File: config.mk
export PLATFORM = sky130hd
export DESIGN_NAME = mips_ni_ctrl
export DESIGN_NICKNAME = d
export VERILOG_FILES = /design/src/rtl/mips_ni_pkg.sv /design/src/rtl/ni_tx_fifo.sv /design/src/rtl/mips_ni_ctrl.sv
export SDC_FILE = /design/constraint.sdc
export NUM_CORES = 1
export LEC_CHECK = 0
export CORE_MARGIN = 10
export CORE_UTILIZATION = 61
export DETAILED_ROUTE_END_ITERATION = 8
export DONT_BUFFER_PORTS = 1
export GPL_ROUTABILITY_DRIVEN = 0
export PLACE_DENSITY = 0.77
export SETUP_SLACK_MARGIN = 0.2
export SYNTH_ARGS = -nofsm -noshare
export SYNTH_HDL_FRONTEND = slang
export SYNTH_SLANG_ARGS = --single-unit
File: constraint.sdc
create_clock -name clk -period 3.2 [get_ports clk]
set_clock_uncertainty 0.1 [all_clocks]
set_input_delay 0.64 -clock clk [delete_from_list [all_inputs] [get_ports clk]]
set_output_delay 0.64 -clock clk [all_outputs]
set_load 0.05 [all_outputs]
File: src/rtl/mips_ni_pkg.sv
// Shared types and sizing helpers for the MIPS network-interface controller.
package mips_ni_pkg;

    typedef enum logic [1:0] {
        RX_IDLE    = 2'd0,
        RX_WAIT    = 2'd1,
        RX_DELIVER = 2'd2
    } rx_state_t;

    localparam int DATA_W_DFLT = 32;
    localparam int ADDR_W_DFLT = 2;
    localparam int DEPTH_DFLT  = 4;
    localparam int FLIT_W      = ADDR_W_DFLT + DATA_W_DFLT;

    // Occupancy counter must represent 0..depth inclusive.
    function automatic int tx_cnt_w(input int depth);
        return $clog2(depth + 1);
    endfunction

endpackage

File: src/rtl/ni_tx_fifo.sv
// Synchronous FIFO holding outgoing {dest, payload} flits; pointers wrap modulo DEPTH.
module ni_tx_fifo
    import mips_ni_pkg::*;
#(
    parameter int WIDTH = FLIT_W,
    parameter int DEPTH = DEPTH_DFLT,
    localparam int CNT_W = tx_cnt_w(DEPTH),
    localparam int PTR_W = $clog2(DEPTH)
) (
    input  logic             clk,
    input  logic             rst,
    input  logic             push,
    input  logic [WIDTH-1:0] din,
    input  logic             pop,
    output logic [WIDTH-1:0] dout,
    output logic             full,
    output logic             empty,
    output logic [CNT_W-1:0] count
);

    logic [WIDTH-1:0] mem_r [DEPTH];
    logic [PTR_W-1:0] wr_ptr_r;
    logic [PTR_W-1:0] rd_ptr_r;
    logic [CNT_W-1:0] count_r;
    logic             push_ok_s;
    logic             pop_ok_s;

    assign full      = (count_r == CNT_W'(DEPTH));
    assign empty     = (count_r == {CNT_W{1'b0}});
    assign count     = count_r;
    assign dout      = mem_r[rd_ptr_r];
    // Guards keep the state consistent even if a caller misuses push/pop.
    assign push_ok_s = push && !full;
    assign pop_ok_s  = pop && !empty;

    // Storage write; contents are not cleared on reset, the count gates visibility.
    always_ff @(posedge clk) begin
        if (push_ok_s) begin
            mem_r[wr_ptr_r] <= din;
        end
    end

    // Pointer and occupancy tracking.
    always_ff @(posedge clk) begin
        if (rst) begin
            wr_ptr_r <= {PTR_W{1'b0}};
            rd_ptr_r <= {PTR_W{1'b0}};
            count_r  <= {CNT_W{1'b0}};
        end else begin
            if (push_ok_s) begin
                wr_ptr_r <= wr_ptr_r + PTR_W'(1);
            end
            if (pop_ok_s) begin
                rd_ptr_r <= rd_ptr_r + PTR_W'(1);
            end
            case ({push_ok_s, pop_ok_s})
                2'b10:   count_r <= count_r + CNT_W'(1);
                2'b01:   count_r <= count_r - CNT_W'(1);
                default: count_r <= count_r;
            endcase
        end
    end

endmodule

File: src/rtl/mips_ni_ctrl.sv
// NoC interface controller: TX FIFO toward the router, single-word RX buffer,
// and the receive FSM that stalls the pipeline until send/receive can complete.
module mips_ni_ctrl
    import mips_ni_pkg::*;
#(
    parameter int DATA_W = DATA_W_DFLT,
    parameter int ADDR_W = ADDR_W_DFLT,
    parameter int DEPTH  = DEPTH_DFLT
) (
    input  logic                     clk,
    input  logic                     rst,
    input  logic                     proc_valid_E,
    input  logic [ADDR_W-1:0]        dest_add_E,
    input  logic [DATA_W-1:0]        NI_in,
    input  logic                     proc_ready_in_E,
    output logic                     stall,
    output logic                     data_valid,
    output logic [DATA_W-1:0]        wd_NI,
    output logic                     tx_valid,
    output logic [ADDR_W+DATA_W-1:0] tx_flit,
    input  logic                     tx_ready,
    input  logic                     rx_valid,
    input  logic [DATA_W-1:0]        rx_data,
    output logic                     rx_ready
);

    localparam int FW    = ADDR_W + DATA_W;
    localparam int CNT_W = tx_cnt_w(DEPTH);

    rx_state_t         state_r;
    rx_state_t         state_nxt_s;
    logic              buf_full_r;
    logic [DATA_W-1:0] rx_buf_r;
    logic              capture_s;
    logic              tx_full_s;
    logic              tx_empty_s;
    logic [CNT_W-1:0]  tx_count_s;
    logic [FW-1:0]     tx_head_s;
    logic              push_s;
    logic              pop_s;

    // Held send instructions push only once: on the cycle stall releases.
    assign push_s = proc_valid_E && !stall;
    assign pop_s  = tx_valid && tx_ready;

    ni_tx_fifo #(
        .WIDTH (FW),
        .DEPTH (DEPTH)
    ) u_tx_fifo (
        .clk   (clk),
        .rst   (rst),
        .push  (push_s),
        .din   ({dest_add_E, NI_in}),
        .pop   (pop_s),
        .dout  (tx_head_s),
        .full  (tx_full_s),
        .empty (tx_empty_s),
        .count (tx_count_s)
    );

    assign tx_valid  = !rst && !tx_empty_s && (tx_count_s != {CNT_W{1'b0}});
    assign tx_flit   = tx_valid ? tx_head_s : {FW{1'b0}};
    assign rx_ready  = !buf_full_r && !rst;
    assign capture_s = rx_valid && rx_ready;

    // Stall depends only on state, FIFO fullness and Execute-stage requests.
    assign stall = !rst && ((proc_valid_E && tx_full_s)
                            || (state_r == RX_WAIT)
                            || (state_r == RX_IDLE && proc_ready_in_E));

    // Single-entry receive buffer; freed at the end of the delivery cycle.
    always_ff @(posedge clk) begin
        if (rst) begin
            buf_full_r <= 1'b0;
            rx_buf_r   <= {DATA_W{1'b0}};
        end else if (capture_s) begin
            buf_full_r <= 1'b1;
            rx_buf_r   <= rx_data;
        end else if (state_r == RX_DELIVER) begin
            buf_full_r <= 1'b0;
        end
    end

    // Receive FSM state register.
    always_ff @(posedge clk) begin
        if (rst) begin
            state_r <= RX_IDLE;
        end else begin
            state_r <= state_nxt_s;
        end
    end

    // Receive FSM next state; a capture in RX_WAIT moves straight to delivery.
    always_comb begin
        state_nxt_s = state_r;
        case (state_r)
            RX_IDLE: begin
                if (proc_ready_in_E) begin
                    state_nxt_s = buf_full_r ? RX_DELIVER : RX_WAIT;
                end else begin
                    state_nxt_s = RX_IDLE;
                end
            end
            RX_WAIT: begin
                if (buf_full_r || capture_s) begin
                    state_nxt_s = RX_DELIVER;
                end else begin
                    state_nxt_s = RX_WAIT;
                end
            end
            RX_DELIVER: state_nxt_s = RX_IDLE;
            default:    state_nxt_s = RX_IDLE;
        endcase
    end

    // Register-file write port for the received word.
    always_comb begin
        data_valid = 1'b0;
        wd_NI      = {DATA_W{1'b0}};
        if (!rst && state_r == RX_DELIVER) begin
            data_valid = 1'b1;
            wd_NI      = rx_buf_r;
        end else begin
            data_valid = 1'b0;
            wd_NI      = {DATA_W{1'b0}};
        end
    end

endmodule
==> flow_summary.ini, run 1 <==
[worst_hold_path]
hold_start = rst
whs_endpoint = u_tx_fifo.count[0]
min-delay-path-class = in -> reg
whs_path_depth = 1

[timing]
setup_viol = 0
post-route-min-period_ns = 2.87
worst_pin_slew_ns = 0.966
fmax_mhz = 349
slew_headroom_pct = 35.6
maxSlewViolCount = 0
hold_viol_final = 0
rsz0062_at_grt = no
setup_tns_ns = 0
period_share_pct = 89.7

[critical_path]
cpMaxStageDelayCell = and2_1
worstPathRequired_ns = 2.46
path_buf_inv = 1
critPathKind = reg -> out
crit_arrival_ns = 2.13
cp_max_fo = 35
cpPeakStageDelay_ns = 0.53
ff2ff_path_depth = 9
endpoint_kind = output pin
rrSetupSlack_ns = 0.64
r2r_start = u_tx_fifo.count[2]
worstPathCellList = nor3_2 -> or2_1 -> inv_2 -> and2_1
cp-start-kind = flip-flop
critPathTopFamily = simple AND/OR/NAND/NOR gates
timing.rr.end = u_tx_fifo.count[2]

[synth]
synth_top_area_share_pct = 55.8
yosysSeqAreaShare_pct = 67.8
synthArstFlopShare_pct = 0
synth.avg_cell_area_um2 = 17.1
synth_area_leader_cell = edfxtp_1
synth_edf_count = 136
synth_cell_types = 38
synth-main-ff-cell = edfxtp_1
synth_area_um2 = 7320
synth_seq_cells = 180
synth_area_leaders = edfxtp_1 (56%), dfxtp_1 (12%), mux4_2 (10%), nor2b_1 (5.5%), and2_1 (3.2%)
yosys_warnings = 0
synthCells = 428
syn_nets = 506

[power_and_ir_drop]
finalPower_mw = 5.44
leakagePower_nw = 2.84
power_density_nw_per_um2 = 662
vdd_drop_max_mv = 0.381

[cts]
clock_path_buffers = 2
cts_root_buffer = clkbuf_16
post_cts_buffers = 0
clk_latency_ns = 0.43
cts_hold_buf = 0
numCtsBuffers = 17
cts.sinks = 180
htreeDepth = 4
ctsResizeCount = 0
tritoncts = built
cts.clk_slew.worst_paths_ns = 0.07

[floorplan]
start_util_pct = 63.3
die_h_um = 130
num_rows = 39
die-area_um2 = 16800
io_pins = 142
die_w_um = 130
core_area_um2 = 11600

[drt]
wl_per_cell_um = 21.6
dr.pass1.iters = 4
via_per_inst = 5.74
ant_nets = 0
drtIter0Drc = 249
drc = 0
routed-via-count = 3579
wirelength_mm = 13.5

[layout]
layout-drive-gt1-share_pct = 32.8
final_cell_area_um2 = 8220
diodes = 0
area_growth_pct = 12.3
layout.nets = 546

[placed_design]
port_buffers = 0
dpl.hpwl_mm = 9.09
place_area_um2 = 7680

[global_routing]
grt_max_degree = 47
gr-total-overflow = 0
grt_pass1_vias = 3935
antenna_found_initial = 0
track_usage_pct = 16.6
grt_pass1_wl_mm = 21.1

[outcome]
status = complete, no violations

[run]
max_cap_violations = 0
[per-stage QoR]
| stage | setup slack [ns] | hold WS [ns] | cells | utilization (%) |
|---|---|---|---|---|
| floorplan | 0.522 | 0.334 | 428 | - |
| global placement | 0.615 | 0.346 | 592 | 66.5 |
| detailed placement | 0.551 | 0.373 | 592 | 66.5 |
| CTS | 0.245 | 0.161 | 624 | 71.1 |
| global route | 0.202 | 0.163 | 624 | 71.1 |
| finish | 0.331 | 0.185 | 624 | 71.1 |
[synth_stat cells, types with 2 or more instances]
library cell  instances
nor2_1                9
inv_1                 8
ha_1                  5
o31ai_1               2
and2_1               38
buf_6                 8
mux2_4               14
clkbuf_1             10
nand2_1               4
o21ai_0               3
nor2b_1              64
dfxtp_1              44
mux2_2               19
a21oi_1               4
xor2_1                2
mux4_2               34
buf_2                 4
edfxtp_1            136
[flip-flops by register name (all words and copies together), names as in the netlist, named ones only]
signal,cells
rx_buf_r,32
u_tx_fifo.mem_r,136
buf_full_r,1
u_tx_fifo.wr_ptr_r,2
state_r,2
u_tx_fifo.rd_ptr_r,2
u_tx_fifo.count,3
[cells in the final DEF (no fill, tap or decap), types with 9 or more instances in the layout]
cell,n
edfxtp_1,136
nor2b_1,64
buf_4,44
dfxtp_1,42
mux4_2,34
and2_1,32
mux2_2,19
clkbuf_16,17
mux2_4,14
nor2_1,9
[worst reg2reg max path: cells and delay by family (launching register included)]
kind,cells,cell delay (ns)
xor+xnor,1,0.17
fa+ha+maj,2,0.54
compound gates,2,0.35
flops,1,0.40
buf+inv,2,0.13
simple gates,2,0.81
[where the power goes]
| part | leakage [nW] | switching, mW | total (mW) | internal [mW] |
|---|---|---|---|---|
| clock network | 0.259 | 0.852 | 1.85 | 0.995 |
| logic | 0.973 | 0.580 | 0.899 | 0.319 |
| registers | 1.60 | 0.0471 | 2.70 | 2.65 |
[per-layer routing]
| metal | GRT usage (%) | vias to the layer above | wire [um] |
|---|---|---|---|
| li1 | - | 1659 | - |
| met1 | 17.7 | 1774 | 4950 |
| met2 | 26.6 | 137 | 6710 |
| met3 | 10.3 | 9 | 1710 |
| met4 | 5.82 | 0 | 122 |
| met5 | 0 | - | 0 |
[worst max path at each step]
stage / start / end / slack, ns / depth (start not counted)
floorplan: rst / tx_flit[24] / 0.52 / 5
global placement: rst / tx_flit[19] / 0.62 / 3
detailed placement: rst / tx_flit[19] / 0.55 / 3
CTS: u_tx_fifo.count[0] / tx_flit[19] / 0.25 / 4
global route: u_tx_fifo.count[2] / tx_flit[3] / 0.20 / 4
finish: u_tx_fifo.count[0] / tx_flit[7] / 0.33 / 4
[logic make-up (layout without fill, tap and decap cells)]
| logic type | after synthesis | after routing | synth area share (%) |
|---|---|---|---|
| AOI/OAI and AO/OA | 14 | 14 | 1.26 |
| xor gates and xnor gates | 2 | 2 | 0.239 |
| adders and majority gates | 6 | 6 | 1.13 |
| buffers and inverters | 32 | 85 | 2.58 |
| DFF | 180 | 180 | 67.8 |
| muxes | 68 | 68 | 16.4 |
| and+or+nand+nor | 126 | 126 | 10.6 |
[layout make-up]
type,instances,area [um^2]
sequential,180,4970
tap,143,179
fill,733,3340
inverter,9,33.8
clock buffer,17,425
clock inverter,15,108
timing repair buffer,44,330
multi-input combinational,216,2180
(Power assumes the default switching activity.)
==> inputs of run 2 (changes only) <==
Settings changed: SLEW_MARGIN set to 20, SYNTH_HIERARCHICAL set to 1, TNS_END_PERCENT set to 20.
==> run 2 against run 1 <==
Net effect: clock power hardly changed; critical endpoint is now tx_flit[29]; largest cell class unchanged; sequential share of layout area is 2.6 points higher; largest power group unchanged; power is 11% lower; global-route usage is 0.38 points lower; final cell count is 1.1% higher.
==> flow_summary.ini, run 2 <==
[synth]
synthArstFlopShare_pct = 0
synth_edf_count = 136
synth_seq_cells = 180
yosys_warnings = 6
synth-main-ff-cell = edfxtp_1
synth_cell_types = 35
yosysSeqAreaShare_pct = 68.9
syn_nets = 545
synthCells = 467
synth_top_area_share_pct = 56.7
synth.avg_cell_area_um2 = 15.4
synth_area_um2 = 7200
synth_commonest_cells = edfxtp_1 (136), and2_1 (71), nand2_1 (67)
synth_area_leader_cell = edfxtp_1
synth.most_common_cell = edfxtp_1
synth_area_leaders = edfxtp_1 (57%), dfxtp_1 (12%), mux4_2 (9.4%), and2_1 (6.2%), nand2_1 (3.5%)

[power_and_ir_drop]
comb_power_share_pct = 6.1
power_frac_seq_pct = 54.9
power_switching_share_pct = 21.9
power_density_nw_per_um2 = 613
internal_power_mw = 3.77
leakagePower_nw = 2.63
p_sw_mw = 1.06
vdd_drop_max_mv = 0.545
pwr-share-clk_pct = 39.0

[layout]
final-seq-area_um2 = 4970
diodes = 0
area_growth_pct = 9.47
final_util_pct = 68.8
final_common_cell = edfxtp_1
final_cell_area_um2 = 7890
largest_register_ffs = 136
regMostFlops = u_tx_fifo/mem_r
layout.nets = 553
mostFrequentLayoutCells = edfxtp_1 (136), and2_1 (67), nand2_1 (67)
layout-drive-gt1-share_pct = 18.2
nFillCells = 735
multi_input_area_um2 = 2010

[drt]
dr.pass1.iters = 7
drc = 0
wl_per_cell_um = 20.8
routed-via-count = 3678
ant_nets = 0
wirelength_mm = 13.1
via_per_inst = 5.83
drtIter0Drc = 272

[run]
max_cap_violations = 0

[critical_path]
rrSetupSlack_ns = 0.51
crit_arrival_ns = 2.13
ff2ff_path_depth = 13
endpoint_kind = output pin
cp_max_fo = 35
cp-start-kind = flip-flop
timing.rr.end = u_tx_fifo/count[2]
worstPathRequired_ns = 2.46
r2r_start = u_tx_fifo/count[2]
critPathKind = reg -> out

[timing]
fmax_mhz = 348
period_share_pct = 89.7
hold_ws_ns = 0.179
post-route-min-period_ns = 2.87
rsz0062_at_grt = no
slew_headroom_pct = 59.8
setup_viol = 0
setup_tns_ns = 0
fin_ws_ns = 0.330
hold_viol_final = 0
worst_pin_slew_ns = 0.604
maxSlewViolCount = 0

[floorplan]
start_util_pct = 62.8
die_w_um = 129
core_area_um2 = 11500
die-area_um2 = 16600
die_h_um = 129
io_pins = 142
num_rows = 39

[global_routing]
grt_pass1_wl_mm = 20.6
grt_pass1_vias = 3842
grt_max_degree = 50
gr-total-overflow = 0
track_usage_pct = 16.2
antenna_found_initial = 0

[cts]
clock_path_buffers = 2
numCtsBuffers = 17
htreeDepth = 4
cts.clk_slew.worst_paths_ns = 0.06
clk_latency_ns = 0.42
cts.sinks = 180
tritoncts = built
cts_root_buffer = clkbuf_16
cts_hold_buf = 0
post_cts_buffers = 0

[placed_design]
place_area_um2 = 7340
pre_cts_ws_ns = 0.516
port_buffers = 0
dpl.hpwl_mm = 8.81

[worst_hold_path]
whs_endpoint = rx_buf_r[26]
hold_start = rst
min-delay-path-class = in -> reg
whs_path_depth = 1

[outcome]
status = complete, no violations
[run 2: cell types whose count changed after synthesis, moves of 14 or more]
| cell | change |
|---|---|
| nor2b_1 | -62 |
| and2_1 | +33 |
| nand2_1 | +63 |
| a21oi_1 | +35 |
| mux2_2 | -19 |
| mux2_4 | -14 |
[run 2: area by class of cell]
type | instances | area share, %
sequential | 180 | 63.0
multi-input combinational | 252 | 25.5
clock buffer | 18 | 5.44
tap | 143 | 2.27
timing repair buffer | 15 | 1.90
clock inverter | 14 | 1.43
inverter | 9 | 0.428
[run 2: metal layers]
layer  vias to the layer above  global-route usage [%]  wire, um
met3                        17                    9.73      1680
li1                       1704                       -         -
met2                       155                    24.0      6150
met4                         0                    7.27       210
met1                      1802                    18.6      5080
met5                         -                       0         0
[run 2: metrics by stage]
step	total power, mW	std cells
4_1_cts	4.88	631
2_1_floorplan	2.95	467
6_report	4.83	631
3_3_place_gp	2.99	599
5_1_grt	5.00	631
3_5_place_dp	3.01	599
[run 2: power by group through the flow]
stage / Sequential [mW] / Clock [mW] / Combinational [mW]
after CTS: 2.65 / 1.92 / 0.303
after floorplan: 2.69 / 0 / 0.259
after detailed placement: 2.70 / 0 / 0.302
final: 2.65 / 1.88 / 0.297
after global routing: 2.66 / 2.02 / 0.326
after global placement: 2.70 / 0 / 0.296
[run 2: critical path, stage by stage (launching register included)]
cell     delay [ns]
dfxtp_1        0.47
nor3_2         0.13
nor3_4         0.17
buf_4          0.38
and2_1         0.52
[run 2: worst max-delay path by stage]
stage | start | endpoint | slack (ns) | depth (start not counted)
2_1_floorplan | rst | u_tx_fifo/count[2] | 0.62 | 10
3_3_place_gp | u_tx_fifo/count[2] | u_tx_fifo/count[2] | 0.68 | 13
3_5_place_dp | u_tx_fifo/count[2] | u_tx_fifo/count[2] | 0.52 | 13
4_1_cts | flip-flop | tx_flit[17] | 0.21 | 3
5_1_grt | u_tx_fifo/count[0] | tx_flit[25] | 0.21 | 4
6_report | u_tx_fifo/count[1] | tx_flit[29] | 0.33 | 4
[run 2: timing repair]
action	CTS	global route
gates resized for setup	0	1
endpoints found under the setup margin	0	14
endpoints found under the hold margin	0	0
[run 2: cell families after synthesis]
| kind of cell | after synthesis | share of synthesized area, % |
|---|---|---|
| adder cells (fa/ha/maj) | 6 | 1.15 |
| XOR/XNOR | 3 | 0.365 |
| AO/OA/AOI/OAI | 47 | 3.44 |
| buffers and inverters | 35 | 3.30 |
| multiplexers | 35 | 11.0 |
| flip-flops | 180 | 68.9 |
| AND/OR/NAND/NOR | 161 | 11.8 |
